### src/rtl/ahb_from_adc.sv
// ahb_from_adc: AHB-Lite slave that sequences an 8-bit, 3-channel parallel ADC
// and returns one packed R/G/B sample through a small register map.
//   0x0 CTRL/STATUS  W: bit0 START, bit1 CLR   R: bit0 BUSY, bit1 VALID, bit2 OVR, bit3 ERR
//   0x4 SAMPLE       R: {8'b0, ch2, ch1, ch0}; a read clears VALID
//   0x8 PERIOD       only with ADC_AUTO_SAMPLE_EN (16-bit R/W), otherwise reads 0
// Optional feature macro: ADC_AUTO_SAMPLE_EN adds periodic self-triggered sampling.
// With it, CTRL write bit2 is AUTO; AUTO reads back on status bit4 because
// bit2 is already taken by OVR.
// Handshake: zero-wait-state AHB-Lite. A transfer is taken in the address
// phase when HSEL && HREADY && HTRANS[1] && HSIZE==word. Its data phase is the
// following cycle: reads are served combinationally and writes commit at the
// clock edge that ends that data phase.
module ahb_from_adc #(
  parameter int NUM_CH        = 3,
  parameter int SETTLE_CYCLES = 4,
  parameter int CONV_PULSE    = 2,
  parameter int RD_CYCLES     = 3,
  parameter int TIMEOUT       = 1024
) (
  input  logic        HCLK,
  input  logic        HRESETn,
  input  logic        HSEL,
  input  logic        HWRITE,
  input  logic        HREADY,
  input  logic        HMASTLOCK,
  input  logic [31:0] HADDR,
  input  logic [31:0] HWDATA,
  input  logic [2:0]  HSIZE,
  input  logic [2:0]  HBURST,
  input  logic [3:0]  HPROT,
  input  logic [1:0]  HTRANS,
  output logic        HREADYOUT,
  output logic [1:0]  HRESP,
  output logic [31:0] HRDATA,
  output logic        ADC_CS,
  output logic        ADC_RD,
  output logic        ADC_CONVST,
  output logic [1:0]  ADC_A,
  input  logic        ADC_BUSY,
  input  logic [7:0]  ADC_DATA,
  output logic [2:0]  dbg_state_o
);

  localparam int CW = $clog2(TIMEOUT + 1);

  localparam logic [2:0] S_IDLE    = 3'd0;
  localparam logic [2:0] S_SETTLE  = 3'd1;
  localparam logic [2:0] S_CONV    = 3'd2;
  localparam logic [2:0] S_WAIT_HI = 3'd3;
  localparam logic [2:0] S_WAIT_LO = 3'd4;
  localparam logic [2:0] S_READ    = 3'd5;
  localparam logic [2:0] S_NEXT    = 3'd6;

  logic [2:0]    state_q, state_d;
  logic [CW-1:0] cnt_q, cnt_d;
  logic [1:0]    ch_q, ch_d;
  logic [23:0]   slots_q, slots_d;
  logic [23:0]   sample_q, sample_d;
  logic          valid_q, valid_d;
  logic          ovr_q, ovr_d;
  logic          err_q, err_d;
  logic          busy_s1_q, busy_s2_q;
  logic          dp_valid_q, dp_write_q;
  logic [1:0]    dp_addr_q;

  logic          accept;
  logic          wr_ctrl, rd_sample;
  logic          start_req, clr;
  logic          set_valid, set_err, set_ovr;
  logic          auto_tick;
  logic [31:0]   period_rd;
  logic          auto_rd;
  logic          fsm_busy;

  assign HREADYOUT   = 1'b1;
  assign HRESP       = 2'b00;
  assign dbg_state_o = state_q;
  assign fsm_busy    = (state_q != S_IDLE);

  // Strobes decode straight from the state register so an async reset
  // returns them to their idle (high) levels immediately.
  assign ADC_CONVST = (state_q != S_CONV);
  assign ADC_CS     = (state_q != S_READ);
  assign ADC_RD     = (state_q != S_READ);
  assign ADC_A      = ch_q;

  assign accept    = HSEL && HREADY && HTRANS[1] && (HSIZE == 3'b010);
  assign wr_ctrl   = dp_valid_q && dp_write_q && (dp_addr_q == 2'd0);
  assign rd_sample = dp_valid_q && !dp_write_q && (dp_addr_q == 2'd1);
  assign clr       = wr_ctrl && HWDATA[1];
  assign start_req = (wr_ctrl && HWDATA[0]) || auto_tick;
  assign set_ovr   = start_req && fsm_busy;

  // Address-phase capture of the accepted transfer.
  always_ff @(posedge HCLK or negedge HRESETn) begin
    if (!HRESETn) begin
      dp_valid_q <= 1'b0;
      dp_write_q <= 1'b0;
      dp_addr_q  <= 2'd0;
    end else if (HREADY) begin
      dp_valid_q <= accept;
      dp_write_q <= HWRITE;
      dp_addr_q  <= HADDR[3:2];
    end
  end

  // Two-flop synchronizer for the asynchronous BUSY line.
  always_ff @(posedge HCLK or negedge HRESETn) begin
    if (!HRESETn) begin
      busy_s1_q <= 1'b0;
      busy_s2_q <= 1'b0;
    end else begin
      busy_s1_q <= ADC_BUSY;
      busy_s2_q <= busy_s1_q;
    end
  end

  // Conversion sequencer next-state logic.
  always_comb begin
    state_d   = state_q;
    cnt_d     = cnt_q + CW'(1);
    ch_d      = ch_q;
    slots_d   = slots_q;
    sample_d  = sample_q;
    set_valid = 1'b0;
    set_err   = 1'b0;
    case (state_q)
      S_IDLE: begin
        cnt_d = '0;
        if (start_req) begin
          ch_d    = 2'd0;
          state_d = S_SETTLE;
        end
      end
      S_SETTLE: begin
        if (cnt_q == CW'(SETTLE_CYCLES - 1)) begin
          cnt_d   = '0;
          state_d = S_CONV;
        end
      end
      S_CONV: begin
        if (cnt_q == CW'(CONV_PULSE - 1)) begin
          cnt_d   = '0;
          state_d = S_WAIT_HI;
        end
      end
      S_WAIT_HI: begin
        if (busy_s2_q) begin
          cnt_d   = '0;
          state_d = S_WAIT_LO;
        end else if (cnt_q == CW'(TIMEOUT - 1)) begin
          cnt_d   = '0;
          ch_d    = 2'd0;
          set_err = 1'b1;
          state_d = S_IDLE;
        end
      end
      S_WAIT_LO: begin
        if (!busy_s2_q) begin
          cnt_d   = '0;
          state_d = S_READ;
        end else if (cnt_q == CW'(TIMEOUT - 1)) begin
          cnt_d   = '0;
          ch_d    = 2'd0;
          set_err = 1'b1;
          state_d = S_IDLE;
        end
      end
      S_READ: begin
        if (cnt_q == CW'(RD_CYCLES - 1)) begin
          for (int n = 0; n < NUM_CH; n++) begin
            if (ch_q == 2'(n)) slots_d[8*n +: 8] = ADC_DATA;
          end
          cnt_d   = '0;
          state_d = S_NEXT;
        end
      end
      S_NEXT: begin
        cnt_d = '0;
        if (ch_q == 2'(NUM_CH - 1)) begin
          // All channels move into SAMPLE together so a read never mixes runs.
          sample_d  = slots_q;
          set_valid = 1'b1;
          ch_d      = 2'd0;
          state_d   = S_IDLE;
        end else begin
          ch_d    = ch_q + 2'd1;
          state_d = S_SETTLE;
        end
      end
      default: begin
        cnt_d   = '0;
        ch_d    = 2'd0;
        state_d = S_IDLE;
      end
    endcase
  end

  // Flag updates: a hardware set beats a clear arriving in the same cycle.
  always_comb begin
    valid_d = set_valid | (valid_q & ~(clr | rd_sample));
    ovr_d   = set_ovr   | (ovr_q   & ~clr);
    err_d   = set_err   | (err_q   & ~clr);
  end

  // Sequencer and status registers.
  always_ff @(posedge HCLK or negedge HRESETn) begin
    if (!HRESETn) begin
      state_q  <= S_IDLE;
      cnt_q    <= '0;
      ch_q     <= 2'd0;
      slots_q  <= '0;
      sample_q <= '0;
      valid_q  <= 1'b0;
      ovr_q    <= 1'b0;
      err_q    <= 1'b0;
    end else begin
      state_q  <= state_d;
      cnt_q    <= cnt_d;
      ch_q     <= ch_d;
      slots_q  <= slots_d;
      sample_q <= sample_d;
      valid_q  <= valid_d;
      ovr_q    <= ovr_d;
      err_q    <= err_d;
    end
  end

`ifdef ADC_AUTO_SAMPLE_EN
  logic [15:0] period_q;
  logic [15:0] acnt_q;
  logic        auto_q;
  logic        wr_period;
  logic        unused_wdata;

  assign wr_period    = dp_valid_q && dp_write_q && (dp_addr_q == 2'd2);
  assign auto_tick    = auto_q && (acnt_q == period_q);
  assign period_rd    = {16'b0, period_q};
  assign auto_rd      = auto_q;
  assign unused_wdata = ^HWDATA[31:16];

  // PERIOD/AUTO registers and the free-running auto-start counter.
  always_ff @(posedge HCLK or negedge HRESETn) begin
    if (!HRESETn) begin
      period_q <= 16'd0;
      auto_q   <= 1'b0;
      acnt_q   <= 16'd0;
    end else begin
      if (wr_period) period_q <= HWDATA[15:0];
      if (wr_ctrl)   auto_q   <= HWDATA[2];
      if (!auto_q || (wr_ctrl && !HWDATA[2]) || auto_tick) acnt_q <= 16'd0;
      else                                                 acnt_q <= acnt_q + 16'd1;
    end
  end
`else
  logic unused_wdata;

  assign auto_tick    = 1'b0;
  assign period_rd    = 32'd0;
  assign auto_rd      = 1'b0;
  assign unused_wdata = ^HWDATA[31:2];
`endif

  // Read data mux for the data phase of an accepted read.
  always_comb begin
    HRDATA = 32'd0;
    if (dp_valid_q && !dp_write_q) begin
      case (dp_addr_q)
        2'd0:    HRDATA = {27'd0, auto_rd, err_q, ovr_q, valid_q, fsm_busy};
        2'd1:    HRDATA = {8'd0, sample_q};
        2'd2:    HRDATA = period_rd;
        default: HRDATA = 32'd0;
      endcase
    end
  end

  logic unused_inputs;
  assign unused_inputs = ^{HADDR[31:4], HADDR[1:0], HBURST, HPROT, HMASTLOCK,
                           HTRANS[0], unused_wdata};

endmodule

### config.mk
export PLATFORM = sky130hd
export DESIGN_NAME = ahb_from_adc
export DESIGN_NICKNAME = d
export VERILOG_FILES = /design/src/rtl/ahb_from_adc.sv
export SDC_FILE = /design/constraint.sdc
export NUM_CORES = 1
export LEC_CHECK = 0
export BUFFER_PORTS_ARGS = -buffer_cell sky130_fd_sc_hd__buf_2
export CORE_AREA = 4 4 86 88
export CTS_CLUSTER_SIZE = 28
export DETAILED_ROUTE_END_ITERATION = 10
export DIE_AREA = 0 0 90 92
export GPL_TIMING_DRIVEN = 1
export HOLD_SLACK_MARGIN = 0.15
export MAX_ROUTING_LAYER = met4
export PLACE_DENSITY = 0.84
export SETUP_SLACK_MARGIN = 0.02
export SLEW_MARGIN = 5
export SYNTH_ARGS = -nofsm -noshare
export SYNTH_HDL_FRONTEND = slang
export SYNTH_SLANG_ARGS = --single-unit
### constraint.sdc
create_clock -name HCLK -period 4.43 [get_ports HCLK]
set_input_delay 0.2215 -clock HCLK [delete_from_list [all_inputs] [get_ports HCLK]]
set_output_delay 0.2215 -clock HCLK [all_outputs]
set_load 0.02 [all_outputs]
==> results.md <==
* Die Y-Extent at 92 um
* Post-detailed-route DRC marker count at 0
* Global-route wire length before repair at 11200 um
* Largest net degree at the start of global routing at 74
* Least setup slack across all paths after layout at around 1.9 ns
* Remaining Overflow, GRT at 0
* Logic depth of the worst register-to-register path at 4
* Clk Tree Root Cell: sky130_fd_sc_hd__clkbuf_8
* Dpl cell area at 0.00370 mm2
* CP Launch Type: register
* Yosys warnings at 0
* Number of buffers added by the clock tree synthesis step at 9
* Mapped Cells at between 200 and 300
* Multi-input logic area at ~0.0014 mm2
* Max-Slew Margin vs Limit at 40.2%
* Synth Area per Inst at 12.0 um2
* Global routing usage summed across all routing layers at 17.6%
* Pre-antenna DRT Iters at 4
* Critical path endpoint category: register
* Distinct cell type count after synthesis at 45
* Area occupied by registers at ~0.0018 mm2
* Floorplan Core Area at about 0.0066 mm2
* Crit path DAT at 2.73 ns
* Buffers on Ports at 53
* Min cycle time layout at about 2.5 ns
* Antenna violations before repair at 0
* Post-CTS Setup Bufs at 0
* Signed area change from the synthesized netlist to the final layout at 18.7%
* Number of buffers on the longest clock path at 2
* Setup violators final at 0
* Final antenna diode count at 0
* Top Ports at roughly 130
* Highest-utilization routing layer at the global route stage: met2
* Detailed router's first-iteration violation count at 91
* Largest fanout on the critical path at 8
* Number of clock sinks seen by CTS at between 70 and 80
* Leakage power of the design at between 1.5 and 2 nW
* Number of stages on the worst hold path at 2
* Via count at between 2000 and 2500
* Routed Wire Length at about 6600 um
* Clock-pin transition on the worst setup and hold timing paths at ~0.080 ns
* Vias per inst at roughly 5.3
* Slew at the pin with the worst max-slew slack at around 0.90 ns
* Non-Filler Cell Area, Final at a little over 0.004 mm2
* Min-Delay Path Class: input port to register
* Later-pin clock latency in the skew report at 0.35 ns
* Synthesis-stage register bit count at 73
* Number of global-route vias before repair at 2287
* Met1 usage at between 20 and 25%
* Highest attainable clock frequency at 0.402 GHz
* Global-route track usage on met3 at 3.69%
* Die area at between 0.008 and 0.009 mm2
* Number of flops mapped to enable cells by yosys at 0
* Effective utilization at floorplan at 51.2%
* Number of max-slew violations in the final report at 0
* Final Wtd Congestion at 0.804
* Hold-fix buffers at CTS at 14
* Fin. Hold Viols at 0
* Cell area power density at 472 mW/mm2
* # Max-Cap Violations at 0
* Total negative setup slack at 0 ns
* Placed wire-length estimate after detailed placement at ~4400 um
* Fill cell count at between 500 and 600
* TritonCTS clock tree: built
* Worst setup path category: register to register
* Mean routed wirelength per cell at about 15 um
* H-tree Lvls at 3
* Count of standard-cell rows at 30
* Peak ir drop on the vdd network at 0.000315 V
* Sequential-to-total area share from yosys stat at roughly 54%
* Netlist area before placement at ~0.0034 mm2
* Fin crit share at 56.2%
* Post-cts repair resize count at 0
* Proportion of register bits with asynchronous set or reset after synthesis at 100%
* Remaining antenna violation count at 0
* Overall power consumption at between 1.5 and 2 mW
* Met2 global-route usage at a little over a quarter
* Worst clock skew at 0.0117 ns
* Width of the chip at ~90 um
* Setup slack at placement at ~2 ns
* Setup repair after global routing missed its margin: no
* Run status: finished clean
* Net count, final at approximately 440
* Required time reported for the critical path endpoint at 4.67 ns
* Fraction of final layout cells sized beyond drive strength 1 at a little over a third
* Top flip-flop cell by instance count after synthesis: sky130_fd_sc_hd__dfrtp_1
cell families after synthesis:
family,share of synthesized area (%)
buffers and inverters,4.92
XOR/XNOR,2.06
multiplexers,17.7
AO/OA/AOI/OAI,5.40
other,0.221
AND/OR/NAND/NOR,14.9
flip-flops,53.7
adder cells (fa/ha/maj),1.10
cell type report:
cell class,instances,area share [%]
clock buffer,9,3.07
clock inverter,7,1.95
inverter,9,0.836
multi-input combinational,187,35.9
sequential,73,45.2
tap,80,2.48
timing repair buffer,70,10.6
report_power, final:
| group | leakage (nW) | internal (mW) | total (mW) | switching (mW) |
|---|---|---|---|---|
| Combinational | 0.907 | 0.218 | 0.444 | 0.226 |
| Clock | 0.104 | 0.266 | 0.530 | 0.264 |
| Sequential | 0.954 | 0.803 | 0.933 | 0.130 |
state kept, by name (all words and copies together) (netlist names):
| signal | cells |
|---|---|
| busy_s2_q | 1 |
| dbg_state_o | 3 |
| dp_addr_q | 2 |
| ovr_q | 1 |
| valid_q | 1 |
| dp_write_q | 1 |
| cnt_q | 11 |
| dp_valid_q | 1 |
| slots_q | 24 |
| err_q | 1 |
| sample_q | 24 |
| ADC_A | 2 |
| busy_s1_q | 1 |
per-stage QoR:
step,hold WS [ns],utilization [%],std cells
global route,0.163,60.8,435
detailed placement,0.333,55.6,405
finish,0.157,60.8,435
global placement,0.336,55.6,405
CTS,0.154,60.8,435
floorplan,-0.0741,-,292
per-layer routing:
layer	vias up	routed length (um)
met3	13	303
met1	1121	3040
met5	-	0
li1	1097	-
met2	62	3170
met4	0	116
cell usage in the layout (no fill, tap or decap), drive strengths merged, types with 5 or more instances in the layout:
| master | instances |
|---|---|
| nand2 | 14 |
| clkbuf | 9 |
| and2 | 20 |
| buf | 56 |
| mux2 | 50 |
| inv | 11 |
| nor2 | 18 |
| conb | 11 |
| nand3b | 5 |
| nand3 | 6 |
| a21oi | 5 |
| dlygate4sd3 | 14 |
| o21ai | 5 |
| dfrtp | 73 |
final timing paths:
kind / slack [ns] / start / end
min: 0.16 / ADC_DATA[0] / slots_q[16]
max reg2reg: 1.94 / cnt_q[3] / slots_q[6]
max in group asynchronous: 3.23 / HRESETn / sample_q[11]
min reg2reg: 0.36 / busy_s1_q / busy_s2_q
max: 1.94 / cnt_q[3] / slots_q[6]
min in group asynchronous: 0.61 / HRESETn / busy_s1_q
cells in the mapped netlist (3+ instances only):
library cell	instances	share of area [%]
sky130_fd_sc_hd__xor2_1	4	1.0
sky130_fd_sc_hd__clkbuf_1	9	0.99
sky130_fd_sc_hd__nand3b_1	5	1.1
sky130_fd_sc_hd__a21oi_1	5	0.73
sky130_fd_sc_hd__and2_1	20	3.7
sky130_fd_sc_hd__xnor2_1	4	1.0
sky130_fd_sc_hd__mux2_2	50	17
sky130_fd_sc_hd__buf_4	12	2.6
sky130_fd_sc_hd__nor2_1	18	2.0
sky130_fd_sc_hd__inv_1	9	0.99
sky130_fd_sc_hd__nor4bb_1	3	0.88
sky130_fd_sc_hd__o21ai_0	5	0.73
sky130_fd_sc_hd__ha_1	3	1.1
sky130_fd_sc_hd__nand2_1	14	1.5
sky130_fd_sc_hd__nor3_1	4	0.59
sky130_fd_sc_hd__mux2i_1	4	1.2
sky130_fd_sc_hd__dfrtp_1	73	54
sky130_fd_sc_hd__nand3_1	6	0.88
worst max-delay path, stage by stage (launching register included):
cell	delay (ns)
sky130_fd_sc_hd__dfrtp_1	0.42
sky130_fd_sc_hd__or4_1	0.61
sky130_fd_sc_hd__nor4_2	0.39
sky130_fd_sc_hd__nor3b_4	0.56
sky130_fd_sc_hd__mux2_2	0.40
No activity file was read; power rests on OpenSTA's default activity.
